===== src/rtl/exp_diff_pipe_if.sv =====
// Handshake and data bundle between the exponent adders and the exponent-difference pipeline.
// The master side drives the transaction inputs and out_ready; the slave side is the pipeline.
interface exp_diff_pipe_if #(
    parameter int N_PROD = 6,
    parameter int EXP_W  = 8,
    parameter int SH_W   = 5
);
    logic                          in_valid;
    logic                          in_ready;
    logic [1:0]                    mode;
    logic [(N_PROD+1)*EXP_W-1:0]   exp_in;
    logic                          out_valid;
    logic                          out_ready;
    logic [EXP_W-1:0]              max_exp;
    logic [(N_PROD+1)*SH_W-1:0]    shift;
    logic [N_PROD:0]               lane_en;
    logic [N_PROD:0]               flush;
    logic [1:0]                    mode_out;

    modport master (
        output in_valid,
        output mode,
        output exp_in,
        output out_ready,
        input  in_ready,
        input  out_valid,
        input  max_exp,
        input  shift,
        input  lane_en,
        input  flush,
        input  mode_out
    );

    modport slave (
        input  in_valid,
        input  mode,
        input  exp_in,
        input  out_ready,
        output in_ready,
        output out_valid,
        output max_exp,
        output shift,
        output lane_en,
        output flush,
        output mode_out
    );
endinterface


===== src/rtl/exp_diff_pipe.sv =====
// Two-stage exponent-difference generator: stage 1 masks lanes and finds the max exponent,
// stage 2 turns (max - exp) into saturated per-lane alignment shifts with flush flags.
module exp_diff_pipe #(
    parameter int N_PROD = 6,
    parameter int EXP_W  = 8,
    parameter int SH_W   = 5,
    parameter int MAX_SH = 24
) (
    input  logic               clk,
    input  logic               rst,
    exp_diff_pipe_if.slave     bus
);
    localparam int N_LANES = N_PROD + 1;
    localparam int C_LANE  = N_PROD;

    localparam logic [1:0] MODE_BF16 = 2'b00;
    localparam logic [1:0] MODE_P3   = 2'b01;
    localparam logic [1:0] MODE_RSVD = 2'b10;
    localparam logic [1:0] MODE_P6   = 2'b11;

    localparam logic [SH_W-1:0]  SH_SAT      = SH_W'(MAX_SH);
    localparam logic [31:0]      MAX_SH_U    = 32'(MAX_SH);
    localparam logic [EXP_W-1:0] NARROW_MASK = EXP_W'(4'hF);

    // Active lanes per mode; the C lane rides along in every defined mode.
    function automatic logic [N_PROD:0] lane_mask(input logic [1:0] m);
        logic [N_PROD:0] msk;
        msk = '0;
        case (m)
            MODE_BF16: begin
                msk[0]      = 1'b1;
                msk[C_LANE] = 1'b1;
            end
            MODE_P3: begin
                msk[2:0]    = 3'b111;
                msk[C_LANE] = 1'b1;
            end
            MODE_P6:   msk = '1;
            MODE_RSVD: msk = '0;
            default:   msk = '0;
        endcase
        return msk;
    endfunction

    function automatic logic [EXP_W-1:0] cond_exp(input logic [EXP_W-1:0] e,
                                                  input logic             narrow,
                                                  input logic             act);
        logic [EXP_W-1:0] r;
        if (!act) begin
            r = '0;
        end else if (narrow) begin
            r = e & NARROW_MASK;
        end else begin
            r = e;
        end
        return r;
    endfunction

    // Pairwise reduction: log2(N_LANES) levels of comparators rather than a serial chain.
    function automatic logic [EXP_W-1:0] max_tree(input logic [N_LANES-1:0][EXP_W-1:0] v_in);
        logic [N_LANES-1:0][EXP_W-1:0] v;
        v = v_in;
        for (int step = 1; step < N_LANES; step = step * 2) begin
            for (int i = 0; i + step < N_LANES; i = i + 2 * step) begin
                if (v[i+step] > v[i]) begin
                    v[i] = v[i+step];
                end else begin
                    v[i] = v[i];
                end
            end
        end
        return v[0];
    endfunction

    logic                          s1_valid_r;
    logic [N_LANES-1:0][EXP_W-1:0] s1_exp_r;
    logic [EXP_W-1:0]              s1_max_r;
    logic [N_PROD:0]               s1_mask_r;
    logic [1:0]                    s1_mode_r;

    logic                          out_valid_r;
    logic [EXP_W-1:0]              max_exp_r;
    logic [N_LANES*SH_W-1:0]       shift_r;
    logic [N_PROD:0]               lane_en_r;
    logic [N_PROD:0]               flush_r;
    logic [1:0]                    mode_out_r;

    logic                          s2_adv_s;
    logic                          s1_adv_s;
    logic                          accept_s;
    logic [N_PROD:0]               in_mask_s;
    logic                          narrow_s;
    logic [N_LANES-1:0][EXP_W-1:0] in_exp_s;
    logic [N_LANES-1:0][EXP_W-1:0] diff_s;
    logic [N_LANES*SH_W-1:0]       shift_s;
    logic [N_PROD:0]               flush_s;

    assign s2_adv_s     = !out_valid_r || bus.out_ready;
    assign s1_adv_s     = !s1_valid_r || s2_adv_s;
    assign accept_s     = bus.in_valid && s1_adv_s;
    assign bus.in_ready = s1_adv_s;

    // Lane masking and exponent conditioning ahead of the stage-1 registers.
    always_comb begin
        in_mask_s = lane_mask(bus.mode);
        narrow_s  = (bus.mode != MODE_BF16);
        in_exp_s  = '0;
        for (int i = 0; i < N_LANES; i++) begin
            in_exp_s[i] = cond_exp(bus.exp_in[i*EXP_W +: EXP_W], narrow_s, in_mask_s[i]);
        end
    end

    // Stage 1: capture conditioned exponents and their maximum on acceptance.
    always_ff @(posedge clk or posedge rst) begin
        if (rst) begin
            s1_valid_r <= 1'b0;
            s1_exp_r   <= '0;
            s1_max_r   <= '0;
            s1_mask_r  <= '0;
            s1_mode_r  <= 2'b00;
        end else if (s1_adv_s) begin
            s1_valid_r <= bus.in_valid;
            if (accept_s) begin
                s1_exp_r  <= in_exp_s;
                s1_max_r  <= max_tree(in_exp_s);
                s1_mask_r <= in_mask_s;
                s1_mode_r <= bus.mode;
            end
        end
    end

    // Saturating per-lane difference; max is over the same lanes, so diff never wraps.
    always_comb begin
        diff_s  = '0;
        shift_s = '0;
        flush_s = '0;
        for (int i = 0; i < N_LANES; i++) begin
            diff_s[i] = s1_max_r - s1_exp_r[i];
            if (!s1_mask_r[i]) begin
                shift_s[i*SH_W +: SH_W] = '0;
                flush_s[i]              = 1'b0;
            end else if (32'(diff_s[i]) > MAX_SH_U) begin
                shift_s[i*SH_W +: SH_W] = SH_SAT;
                flush_s[i]              = 1'b1;
            end else begin
                shift_s[i*SH_W +: SH_W] = SH_W'(diff_s[i]);
                flush_s[i]              = 1'b0;
            end
        end
    end

    // Stage 2: output registers, held while the consumer stalls.
    always_ff @(posedge clk or posedge rst) begin
        if (rst) begin
            out_valid_r <= 1'b0;
            max_exp_r   <= '0;
            shift_r     <= '0;
            lane_en_r   <= '0;
            flush_r     <= '0;
            mode_out_r  <= 2'b00;
        end else if (s2_adv_s) begin
            out_valid_r <= s1_valid_r;
            if (s1_valid_r) begin
                max_exp_r  <= s1_max_r;
                shift_r    <= shift_s;
                lane_en_r  <= s1_mask_r;
                flush_r    <= flush_s;
                mode_out_r <= s1_mode_r;
            end
        end
    end

    assign bus.out_valid = out_valid_r;
    assign bus.max_exp   = max_exp_r;
    assign bus.shift     = shift_r;
    assign bus.lane_en   = lane_en_r;
    assign bus.flush     = flush_r;
    assign bus.mode_out  = mode_out_r;
endmodule

===== src/flat_wrapper.sv =====
// flat-port wrapper written by rule: the top's interface ports become plain ports
module exp_diff_pipe_flat 
#(
    parameter int N_PROD = 6,
    parameter int EXP_W  = 8,
    parameter int SH_W   = 5,
    parameter int MAX_SH = 24
)
  (clk, rst, bus_in_valid, bus_mode, bus_exp_in, bus_out_ready, bus_in_ready, bus_out_valid, bus_max_exp, bus_shift, bus_lane_en, bus_flush, bus_mode_out);
  exp_diff_pipe_if #(.N_PROD(N_PROD), .EXP_W(EXP_W), .SH_W(SH_W)) bus_i ();
  input  logic clk;
  input  logic rst;
  input wire logic [$bits(bus_i.in_valid)-1:0] bus_in_valid;
  input wire logic [$bits(bus_i.mode)-1:0] bus_mode;
  input wire logic [$bits(bus_i.exp_in)-1:0] bus_exp_in;
  input wire logic [$bits(bus_i.out_ready)-1:0] bus_out_ready;
  output wire logic [$bits(bus_i.in_ready)-1:0] bus_in_ready;
  output wire logic [$bits(bus_i.out_valid)-1:0] bus_out_valid;
  output wire logic [$bits(bus_i.max_exp)-1:0] bus_max_exp;
  output wire logic [$bits(bus_i.shift)-1:0] bus_shift;
  output wire logic [$bits(bus_i.lane_en)-1:0] bus_lane_en;
  output wire logic [$bits(bus_i.flush)-1:0] bus_flush;
  output wire logic [$bits(bus_i.mode_out)-1:0] bus_mode_out;
  assign bus_i.in_valid = bus_in_valid;
  assign bus_i.mode = bus_mode;
  assign bus_i.exp_in = bus_exp_in;
  assign bus_i.out_ready = bus_out_ready;
  assign bus_in_ready = bus_i.in_ready;
  assign bus_out_valid = bus_i.out_valid;
  assign bus_max_exp = bus_i.max_exp;
  assign bus_shift = bus_i.shift;
  assign bus_lane_en = bus_i.lane_en;
  assign bus_flush = bus_i.flush;
  assign bus_mode_out = bus_i.mode_out;
  exp_diff_pipe #(.N_PROD(N_PROD), .EXP_W(EXP_W), .SH_W(SH_W), .MAX_SH(MAX_SH)) u_core (.clk(clk), .rst(rst), .bus(bus_i));
endmodule

===== config.mk =====
export PLATFORM = sky130hd
export DESIGN_NAME = exp_diff_pipe_flat
export DESIGN_NICKNAME = d
export VERILOG_FILES = /design/src/rtl/exp_diff_pipe_if.sv /design/src/rtl/exp_diff_pipe.sv /design/src/flat_wrapper.sv
export SDC_FILE = /design/constraint.sdc
export NUM_CORES = 1
export LEC_CHECK = 0
export ABC_AREA = 1
export CAP_MARGIN = 0
export CORE_ASPECT_RATIO = 0.6
export CORE_MARGIN = 4
export CORE_UTILIZATION = 41
export DETAILED_ROUTE_END_ITERATION = 7
export GPL_TIMING_DRIVEN = 0
export MAX_ROUTING_LAYER = met4
export PLACE_DENSITY = 0.6
export SLEW_MARGIN = 20
export SYNTH_ARGS = -nofsm -noshare
export SYNTH_HDL_FRONTEND = slang
export SYNTH_SLANG_ARGS = --single-unit
export TNS_END_PERCENT = 1

===== constraint.sdc =====
create_clock -name clk -period 5.7 [get_ports clk]
set_clock_uncertainty 0.2 [all_clocks]
set_input_delay 1.71 -clock clk [delete_from_list [all_inputs] [get_ports clk]]
set_output_delay 1.71 -clock clk [all_outputs]
set_load 0.1 [all_outputs]

==> flow_metrics.py <==
metrics = {
    "status": {
        "status": "finished clean",
    },
    "clock_tree": {
        "cts_tree": "built",
        "cts_hold_buf": 0,
        "clk_path_buf_depth": 2,
        "clock_latency_ns": 0.42,
        "clock_sinks": 126,
        "clk_pin_slew_ns": 0.06,
        "h-tree-depth": 4,
        "root_buffer": "clkbuf_16",
        "numCtsBuffers": 17,
    },
    "floorplanning": {
        "ios": 123,
        "die_x_um": 192,
        "rows": 40,
        "die_area_sq_um": 22800,
        "die_y_um": 119,
        "coreArea_sq_um": 20000,
        "initial_core_util": 0.417,
    },
    "global_route": {
        "grt_antenna_before_repair": 0,
        "grt_pass1_wl_mm": 38.5,
        "grt_pass1_vias": 7261,
        "grt_max_degree": 94,
        "gr-total-overflow": 0,
        "grt_use_total": 0.223,
    },
    "sta": {
        "fmax_mhz": 178,
        "slew_headroom": 0.339,
        "setup_slack_ns": 0.0755,
        "finalSetupViolations": 0,
        "timing.final.crit_period_ns": 5.62,
        "hold_viol_final": 0,
        "rsz0062_at_grt": "yes",
        "tightest_slew_ns": 0.989,
        "drv_slew": 0,
        "fin_crit_sh": 0.987,
    },
    "critical_path": {
        "crit_slowest_cell": "ha_1",
        "cp_common_cell": "buf_4",
        "cp_max_fo": 7,
        "reg2reg_slack_ns": 2.17,
        "path_buf_inv": 14,
        "rr_worst_depth": 12,
        "critical_path.top_delay_family": "buffers and inverters",
        "end_kind": "flop",
        "r2r-end": "u_core.bus.shift[34]",
        "cpPeakStageDelay_ns": 0.29,
        "crit_required_ns": 5.80,
        "cp.depth": 32,
        "arrival_ns": 5.73,
        "cp-endpoint": "u_core.s1_max_r[0]",
        "worst_setup_path_start_kind": "input pin",
        "crit_path_start": "bus_mode[0]",
        "worstSetupPathType": "in2reg",
        "reg2reg_from": "u_core.s1_max_r[1]",
    },
    "finish": {
        "final_area_sq_um": 11800,
        "areaGrowthSynthToFinish_pct": 41.6,
        "nets": 1421,
        "drive_gt1_frac": 0.202,
        "diodes": 0,
    },
    "placement": {
        "hpwl_mm": 18.1,
        "routabilityCongestion": 0.842,
        "io_buffers": 102,
        "place_ws_ns": -1.63,
        "dpl-instance-area_sq_um": 9870,
    },
    "route": {
        "antenna_left": 0,
        "routedWlPerCell_um": 16.2,
        "drc_errors": 0,
        "vias_per_cell": 4.90,
        "postRouteWirelength_mm": 25.0,
        "num_vias": 7582,
        "drt_pass1_iterations": 5,
        "drt_iter0_drc": 412,
    },
    "logic_synthesis": {
        "synth_top_family_by_area": "simple AND/OR/NAND/NOR gates",
        "yosysWarnings": 0,
        "synth_edf_count": 0,
        "ys.flop_type": "dfrtp_1",
        "yosys.area_share.simple": 0.192,
        "synth_seq_area_share": 0.378,
        "yosys.area_share.adder": 0.155,
        "synth.mux.area_fraction": 0,
        "synthXorXnorAreaFrac": 0.0472,
        "syn_inst": 1045,
        "ys_ff_latch": 126,
        "synth-compound-area-share": 0.142,
        "synth_area_sq_um": 8350,
        "synthArstFlopShare": 1.00,
        "synth.distinct_cells": 44,
        "syn_avg_cell_area_sq_um": 7.99,
    },
    "min_path": {
        "hold_class": "reg2reg",
    },
    "power_and_ir_drop": {
        "p_leak_nw": 5.83,
        "vdd_drop_max_uv": 366,
        "p_per_area_nw_per_um2": 506,
    },
    "run": {
        "maxCapViolCount": 0,
    },
}
## worst reg2reg max path, cell delays in order (launching register included)
cell	delay (ns)
dfrtp_1	0.71
inv_1	0.52
fa_1	0.59
inv_1	0.07
a21oi_1	0.05
o21ai_0	0.29
xnor2_1	0.21
nor3_1	0.09
a21oi_1	0.15
o21a_1	0.14
nand3_1	0.13
nand2_1	0.16
o211ai_1	0.10
## cells in the final DEF (no fill, tap or decap), types with 9 or more instances in the layout
master	count
nand2_1	246
inv_1	131
dfrtp_1	126
clkdlybuf4s50_1	83
o21ai_0	72
ha_1	71
buf_4	65
nor2_1	46
a21oi_1	43
nand2_2	37
xnor2_1	26
conb_1	26
xor2_1	19
ha_4	19
clkbuf_16	17
dlymetal6s2s_1	17
nand3_1	16
clkbuf_1	16
o31ai_1	16
inv_2	11
nand2_4	11
a21oi_2	11
o211ai_1	10
o21ai_2	9
## sequential cells by signal (all words and copies together) (netlist names)
name and cells:
u_core.bus.shift 35, u_core.bus.max_exp 8, u_core.s1_valid_r 1, u_core.s1_mode_r 2, u_core.s1_max_r 8, u_core.bus.lane_en 3, u_core.bus.out_valid 1, u_core.s1_exp_r 56
u_core.bus.mode_out 2, u_core.bus.flush 7, u_core.s1_mask_r 3
## synth_stat cells (4+ instances only)
library cell  count  area, sq um
o21ai_2           5         43.8
o211ai_1         10         75.1
buf_4             5         37.5
xnor2_1          26          228
xor2_1           19          166
ha_1             92         1150
nor2_1           55          206
dfrtp_1         126         3150
nand2_2           9         56.3
a21o_1            5         37.5
o21ai_0          78          390
o21ai_1          10         50.1
fa_1              7          140
clkinv_1          4         15.0
inv_1           145          544
a21oi_1          55          275
nand4_1           7         43.8
nand3_1          23          115
o31ai_1          16          120
nand2_1         284         1070
clkbuf_1         16         60.1
inv_2             4         15.0
## cell families (layout without fill, tap and decap cells)
group,Yosys count,count (layout)
adder cells (fa/ha/maj),99,99
AND/OR/NAND/NOR,391,391
other,2,26
flip-flops,126,126
XOR/XNOR,45,45
AO/OA/AOI/OAI,201,201
buffers and inverters,181,385
## what timing repair did
item	in CTS	in global routing
resized for setup	74	122
endpoints found under the hold margin	0	0
setup endpoints to repair	8	8
pin swaps	16	76
buffers inserted	29	39
gates cloned	1	0
## per-layer routing
layer	share of wire	vias up	GRT usage	wire length (um)
li1	-	3798	-	-
met4	0.0075	0	0.0325	187
met3	0.045	16	0.0472	1130
met5	0	-	-	0
met2	0.44	157	0.322	10900
met1	0.51	3611	0.329	12800
## area by class of cell
| class | count | area, sq um |
|---|---|---|
| tap | 273 | 342 |
| clock inverter | 13 | 211 |
| clock buffer | 19 | 443 |
| sequential | 126 | 3150 |
| buffer | 28 | 179 |
| timing repair buffer | 172 | 1680 |
| fill | 1807 | 8190 |
| multi-input combinational | 762 | 5220 |
| inverter | 153 | 599 |
## power by group
part	switching [mW]	internal [mW]
registers	0.209	1.08
logic	2.35	1.12
clock network	0.428	0.791
## stage by stage
stage / util / total power, mW / setup TNS [ns] / cells / hold slack, ns
finish: 0.591 / 5.98 / 0 / 1546 / 0.280
global route: 0.591 / 6.38 / -0.901 / 1546 / 0.302
CTS: 0.550 / 5.89 / 0 / 1507 / 0.287
detailed placement: 0.493 / 4.58 / -12.80 / 1445 / 0.270
global placement: 0.491 / 4.55 / -200.36 / 1444 / 0.267
floorplan: - / 3.78 / -0.00217 / 1069 / 0.242
## worst min-delay path by stage
stage                                     start  cells past startpoint                endpoint  slack, ns
final                      u_core.bus.shift[19]                      2    u_core.bus.shift[19]       0.28
after global routing      u_core.bus.max_exp[0]                      2   u_core.bus.max_exp[0]       0.30
after CTS                  u_core.bus.shift[19]                      2    u_core.bus.shift[19]       0.29
after detailed placement   u_core.bus.shift[19]                      2    u_core.bus.shift[19]       0.27
after global placement     u_core.bus.shift[24]                      2    u_core.bus.shift[24]       0.27
after floorplan             u_core.s1_mode_r[1]                      2  u_core.bus.mode_out[1]       0.24
Note: power is estimated with default switching activity, not from simulation.
